<file path="src/rtl/bnn_param_loader_pkg.sv">
// ----------------------------------------------------------------------------
// bnn_param_loader_pkg
//   Shared definitions for the neuron parameter loader: default chain
//   geometry, the loader FSM state encoding and the chain-length formula.
//   The neuron cells use the same geometry, so the formula lives here once.
// ----------------------------------------------------------------------------
package bnn_param_loader_pkg;

    localparam int DEF_INPUTS    = 8;   // synapse (weight) bits per neuron
    localparam int DEF_BIAS_BITS = 3;   // bias bits per neuron
    localparam int DEF_NEURONS   = 4;   // neurons in the daisy chain
    localparam int BYTE_W        = 8;   // width of the host byte interface

    typedef enum logic [1:0] {
        ST_IDLE = 2'd0,
        ST_LOAD = 2'd1,
        ST_DONE = 2'd2
    } state_e;

    // Total number of parameter bits held by the whole chain.
    function automatic int chain_bits(input int inputs, input int bias_bits,
                                      input int neurons);
        return neurons * (inputs + bias_bits);
    endfunction

endpackage

</file>
<file path="src/rtl/bnn_param_loader.sv">
// ----------------------------------------------------------------------------
// bnn_param_loader
//   Upstream feeder for the neuron parameter daisy chain. Accepts parameter
//   bytes over a valid/ready handshake and serialises them MSB-first onto the
//   chain's setup/param_out pair. Exactly NEURONS*(INPUTS+BIAS_BITS) bits are
//   shifted per load, after which done is raised and held until the next
//   start or reset. The host orders the byte stream last-neuron-first,
//   bias-before-weights, because the first bit shifted travels furthest.
//
// Ports
//   clk        in   clock, all state on posedge
//   rst_n      in   asynchronous reset, active low
//   start      in   one-cycle pulse: begin a new load (ignored while loading)
//   in_data    in   parameter byte, MSB shifted first
//   in_valid   in   in_data valid
//   in_ready   out  loader accepts in_data this cycle
//   setup      out  chain shift enable, one bit per cycle while high
//   param_out  out  current bit to the first neuron's param_in
//   busy       out  load in progress
//   done       out  full chain loaded
// ----------------------------------------------------------------------------
module bnn_param_loader
    import bnn_param_loader_pkg::*;
#(
    parameter int INPUTS    = DEF_INPUTS,
    parameter int BIAS_BITS = DEF_BIAS_BITS,
    parameter int NEURONS   = DEF_NEURONS
) (
    input  logic              clk,
    input  logic              rst_n,
    input  logic              start,
    input  logic [BYTE_W-1:0] in_data,
    input  logic              in_valid,
    output logic              in_ready,
    output logic              setup,
    output logic              param_out,
    output logic              busy,
    output logic              done
);

    localparam int TOTAL_BITS = chain_bits(INPUTS, BIAS_BITS, NEURONS);
    localparam int CNT_BITS   = $clog2(TOTAL_BITS + 1);
    localparam int BC_W       = $clog2(BYTE_W + 1);

    state_e              state_q, state_d;
    logic [BYTE_W-1:0]   sr_q, sr_d;
    logic [BC_W-1:0]     bit_cnt_q, bit_cnt_d;
    logic [CNT_BITS-1:0] remaining_q, remaining_d;

    logic shifting;
    logic accept;

    // All outputs are decodes of registered state only, so nothing from the
    // input pins reaches the chain combinationally.
    assign shifting  = (state_q == ST_LOAD) && (bit_cnt_q != '0);
    assign in_ready  = (state_q == ST_LOAD) && (bit_cnt_q == '0) && (remaining_q != '0);
    assign accept    = in_valid && in_ready;

    assign setup     = shifting;
    assign param_out = shifting & sr_q[BYTE_W-1];
    assign busy      = (state_q == ST_LOAD);
    assign done      = (state_q == ST_DONE);

    always_comb begin
        state_d     = state_q;
        sr_d        = sr_q;
        bit_cnt_d   = bit_cnt_q;
        remaining_d = remaining_q;

        case (state_q)
            ST_IDLE, ST_DONE: begin
                if (start) begin
                    state_d     = ST_LOAD;
                    remaining_d = CNT_BITS'(TOTAL_BITS);
                    bit_cnt_d   = '0;
                end
            end
            ST_LOAD: begin
                // Acceptance only happens with an empty shift register, so it
                // never overlaps with shifting; the empty cycle between bytes
                // is the bubble that gives 9 cycles per byte.
                if (accept) begin
                    sr_d      = in_data;
                    bit_cnt_d = BC_W'(BYTE_W);
                end else if (shifting && (remaining_q != '0)) begin
                    sr_d        = {sr_q[BYTE_W-2:0], 1'b0};
                    remaining_d = remaining_q - 1'b1;
                    if (remaining_q == CNT_BITS'(1)) begin
                        // Last chain bit: drop the unused low bits of a
                        // partial final byte and finish on this edge.
                        bit_cnt_d = '0;
                        state_d   = ST_DONE;
                    end else begin
                        bit_cnt_d = bit_cnt_q - 1'b1;
                    end
                end
            end
            default: state_d = ST_IDLE;
        endcase
    end

    always_ff @(posedge clk or negedge rst_n) begin
        if (!rst_n) begin
            state_q     <= ST_IDLE;
            sr_q        <= '0;
            bit_cnt_q   <= '0;
            remaining_q <= '0;
        end else begin
            state_q     <= state_d;
            sr_q        <= sr_d;
            bit_cnt_q   <= bit_cnt_d;
            remaining_q <= remaining_d;
        end
    end

endmodule

</file>
<file path="config.mk">
export PLATFORM = sky130hd
export DESIGN_NAME = bnn_param_loader
export DESIGN_NICKNAME = d
export VERILOG_FILES = /design/src/rtl/bnn_param_loader_pkg.sv /design/src/rtl/bnn_param_loader.sv
export SDC_FILE = /design/constraint.sdc
export NUM_CORES = 1
export LEC_CHECK = 0
export CAP_MARGIN = 30
export CORE_AREA = 2 2 70 72
export CTS_CLUSTER_SIZE = 24
export DETAILED_ROUTE_END_ITERATION = 10
export DIE_AREA = 0 0 72 74
export MAX_ROUTING_LAYER = met4
export PLACE_DENSITY = 0.54
export SLEW_MARGIN = 20
export SYNTH_ARGS = -nofsm -noshare
export SYNTH_HDL_FRONTEND = slang
export SYNTH_SLANG_ARGS = --single-unit
</file>
<file path="constraint.sdc">
create_clock -name clk -period 2.5 [get_ports clk]
set_input_delay 0.5 -clock clk [delete_from_list [all_inputs] [get_ports clk]]
set_output_delay 0.5 -clock clk [all_outputs]
set_load 0.005 [all_outputs]
</file>
; Word level (Yosys, flattened, before mapping)
; Cells that the tools add are included.
; W data, S select, Z words.
[totals]
wordCells = 47
out_inout_bits = 5
register_bits = 20
in_bits = 12
[op_classes]
n_eq_ne = 8
n_mux = 16
bitwise_logic = 1
reduce_logical = 16
n_addsub = 2
[ops]
columns = operator, n
row1 = $mux W6, 3
row2 = $mux W4, 4
row3 = $mux W8, 2
row4 = $pmux W6 S2, 1
row5 = $mux W2, 4
row6 = $pmux W4 S2, 1
row7 = $reduce_and A4 Y1, 2
row8 = $eq A6 B1 Y1 const B, 1
row9 = $reduce_bool A6 Y1, 1
row10 = $sub A6 B1 Y6 const B, 1
row11 = $logic_and A1 B1 Y1, 5
row12 = $logic_not A4 Y1, 1
row13 = $ne A2 B1 Y1 const B, 2
row14 = $ne A2 B2 Y1 const B, 2
row15 = $pmux W2 S2, 1
row16 = $reduce_bool A2 Y1, 2
row17 = $reduce_bool A4 Y1, 1
row18 = $sub A4 B1 Y4 const B, 1
row19 = $ne A3 B1 Y1 const B, 1
row20 = $reduce_and A3 Y1, 1
row21 = $eq A2 B1 Y1 const B, 1
row22 = $eq A2 B2 Y1 const B, 1
row23 = $logic_not A2 Y1, 1
row24 = $reduce_and A2 Y1, 1
row25 = other kinds (2), 2

; Logic depth before layout (Yosys ltp)
; Gate-level depths: netlist (run 1).
[depth]
ltp_word = 6
mapped_depth = 8
mapped_depth_nobuf = 6

; Worst setup path before layout (run 1)
; OpenSTA, ideal clock, no wires.
[synth_timing]
kind = reg-to-reg
startpoint = register bit_cnt_q[0]
endpoint = register bit_cnt_q[3]
synth_period_minus_slack_ps = 1773
n_path_buf = 0
setup_ps = 124
required_ps = 2376
path_slack_ps = 727
t_arrival_ps = 1650
path_stages_with_launch = 7
cell_sequence = dfrtp_1 > inv_1 > ha_1 > nor3b_2 > a211oi_2 > o22ai_1 > a211o_1
[synth_via]
elab_chain_len = 6
word_cells_on_any_way = 14
classes_between = add/sub: 1 / eq/ne: 1 / mux: 4 / reduce/logical: 8
[synth_lines]
columns = element, line
row1 = "start, declared", bnn_param_loader.sv:47  ; logic [BC_W-1:0] bit_cnt_q, bit_cnt_d;
row2 = "start signal, assigned", bnn_param_loader.sv:111  ; bit_cnt_q <= bit_cnt_d;
row3 = branches (longest 6 deep; another with $sub A4 B1 Y4), n/a
; Several ways; the timed one is not identified. The select of a mux whose other input is x is not followed.
; A chain may end at the register's enable or synchronous reset.

; Worst setup path after layout (run 1)
[layout_timing]
startpoint = register bit_cnt_q[0]
endpoint = output param_out
[layout_via]
elab_chain_len = 3
[layout_lines]
columns = element, line
row1 = $reduce_bool A4 Y1, bnn_param_loader.sv:55  ; assign shifting = (state_q == ST_LOAD) && (bit_cnt_q != '0);
row2 = $logic_and A1 B1 Y1, bnn_param_loader.sv:55
row3 = $and A1 B1 Y1, bnn_param_loader.sv:60  ; assign param_out = shifting & sr_q[BYTE_W-1];
row4 = "end, declared", bnn_param_loader.sv:36  ; output logic param_out,
; Every way passes these cells.

==> results.cfg, run 1 <==
[run_status]
outcome = finished, final reports clean

[final_layout]
final_nets = 142
layout-drive-gt1-share = 0.1210
multi_input_area_sq_um = 544.3
syn_to_final_growth_pct = 27.56
layout.cells.non_filler = 178
mostFrequentLayoutCells = dfrtp_1 (20), clkdlybuf4s50_1 (15), inv_1 (7), o22a_1 (7), o21a_1 (7)
ff_latch_area_sq_um = 500.5
nFillCells = 463
final_common_cell = dfrtp_1
n_antenna_cell = 0

[timing]
rsz0062_at_grt = no
hold_viol = 0
max_freq_mhz = 424.3
finalClockSkew_ps = 1.967
min_period_over_period = 0.9427
tightest_slew_ps = 348.3
fin_setup_tns_ps = 0
holdWs_ps = 495.4
min_period_ps = 2357
finalSetupViolations = 0
maxSlewViolCount = 0
fin_ws_ps = 143.1
slew_headroom = 0.7670

[power_and_ir_drop]
p_seq_frac = 0.337
leakagePower_nw = 0.5999
p_total_mw = 1.880
p_sw_frac = 0.3944
p_per_area_nw_per_um2 = 1342
p_int_mw = 1.139
ir_worst_vdd_mv = 0.6169
clkPwrFrac = 0.132
pwr-share-comb = 0.532
p_switching_mw = 0.7417

[clocking]
cts.reportedPaths.clkPinSlew_ps = 70
cts_buffer_depth = 2
htreeDepth = 1
cts-root-buf = clkbuf_8
cts_sinks = 20
cts_tree = yes
clkLatencyLatePin_ps = 260
cts_made_buffers = 3
hold_buffers = 0

[critical_path]
worstPathArrival_ps = 1860
rrSetupSlack_ps = 330
critical_path.startpoint_type = flop
crit_type = reg -> out
cp.required_ps = 2000
end_kind = output pin
crit_fanout = 4

[route]
via_per_inst = 4.871
post_drt_wl_per_cell_um = 12.99
final_antenna_net_count = 0
drt_iter0_drc = 7
via_count = 867
drc = 0
drt-total-wl_um = 2313
dr.pass1.iters = 3

[placed_design]
place.detailed.hpwl_um = 1757
gp_congestion = 0.8219
dpl_worst_slack_ps = 264.3
dp_cells = 172
port_buffers = 16

[die]
core_sq_um = 4598
rows = 25
dieArea_sq_um = 5328
initial_utilization = 0.2389
io_pins = 17
die_h_um = 74
die_w_um = 72

[synthesis]
yosys_warnings = 0
ys_ff_latch = 20
yosysTopAreaCell = dfrtp_1
syn_nets = 118
syn-mean-instance-area_sq_um = 10.88
synth.distinct_cells = 32
synth_cells = 101
synth_top_area_share = 0.4556
synth_seq_area_share = 0.4556
syn-cell-area_sq_um = 1099
synthTopCellsByArea = dfrtp_1 (46%), ha_1 (5.7%), o22a_1 (5.6%)

[global_route]
antenna_found_initial = 0
grt_pass1_wl_um = 4002
grt_overflow_total = 0
grt_pass1_vias = 886
grt_use_total = 0.09959
grt_max_degree = 21

[flow_run]
maxCapViolations = 0

[min_path]
hold_class = reg -> reg
per-layer routing:
metal,GRT usage,part of all wire,vias up
li1,-,-,428
met1,0.1154,0.44,416
met2,0.1667,0.51,18
met3,0.01626,0.036,5
met4,0.05241,0.021,0
met5,-,0,-
power by group through the flow:
stage               combinational, mW  sequential, mW  clock, mW
floorplan                       0.741           0.598          0
global placement                0.939           0.625          0
detailed placement              0.973           0.631          0
CTS                             0.988           0.632      0.260
global route                     1.13           0.655      0.270
finish                           1.00           0.633      0.247
synthesized netlist by cell type, drive strengths merged:
cell and instances:
dfrtp 20, nor4 1, a21oi 3, o21a 7
o22ai 2, and2 1, or4 1, mux2i 2
buf 3, o2111a 1, a31oi 2, nand2 5
nand3 6, a21o 2, o22a 7, a211o 3
nor3b 1, nand2b 2, nor2 5, o2111ai 2
nand4 1, inv 7, or3 1, a32o 1
nor3 2, a211oi 3, ha 5, o21ai 2
nor2b 1, nor4b 2
per-stage QoR:
| step | util | cell area [sq um] |
|---|---|---|
| 2_1_floorplan | - | 1099 |
| 3_3_place_gp | 0.2876 | 1323 |
| 3_5_place_dp | 0.2876 | 1323 |
| 4_1_cts | 0.3010 | 1384 |
| 5_1_grt | 0.3048 | 1401 |
| 6_report | 0.3048 | 1401 |
flip-flops by register name, indices dropped and copies added (netlist names):
signal and flops:
sr_q 8, state_q 2, remaining_q 6, bit_cnt_q 4
cell families (layout without fill, tap and decap cells):
kind of cell | Yosys count | count (layout) | synth area share
AOI/OAI and AO/OA | 35 | 35 | 0.2528
adders and majority gates | 5 | 5 | 0.05695
buffers and inverters | 10 | 33 | 0.05467
DFF | 20 | 20 | 0.4556
muxes | 2 | 2 | 0.01822
and+or+nand+nor | 29 | 29 | 0.1617
area by class of cell:
type	instances	area share
Clock buffer	4	0.03929
Inverter	7	0.01875
Multi-Input combinational cell	71	0.3884
Sequential cell	20	0.3571
Tap cell	54	0.04821
Timing Repair Buffer	22	0.1482
critical path, stage by stage (launching register included):
cell,delay [ps]
dfrtp_1,390
inv_1,80
ha_1,200
nor3b_4,160
nor2_1,130
and2_1,140
clkdlybuf4s50_1,500
path summary, 6_finish.rpt:
check                                   from           end  depth (start not counted)
worst max-delay path            bit_cnt_q[0]     param_out                          6
worst min-delay path                 sr_q[3]       sr_q[3]                          1
worst max register to register  bit_cnt_q[0]  bit_cnt_q[0]                          8
worst min register to register       sr_q[3]       sr_q[3]                          1
max in group asynchronous              rst_n  bit_cnt_q[2]                          2
min in group asynchronous              rst_n       sr_q[7]                          2
timing repair:
item	CTS	global route
gates resized for setup	1	1
setup endpoints to repair	2	2
buffers inserted	0	2
Note: power is estimated with default switching activity, not from simulation.
==> inputs of run 2 (changes only) <==
Settings changed: ABC_CLOCK_PERIOD_IN_PS set to 2500, CTS_CLUSTER_SIZE 24 to not set.
==> results of run 2 <==
The final DEF is identical to that of run 1; final timing and power are the same.
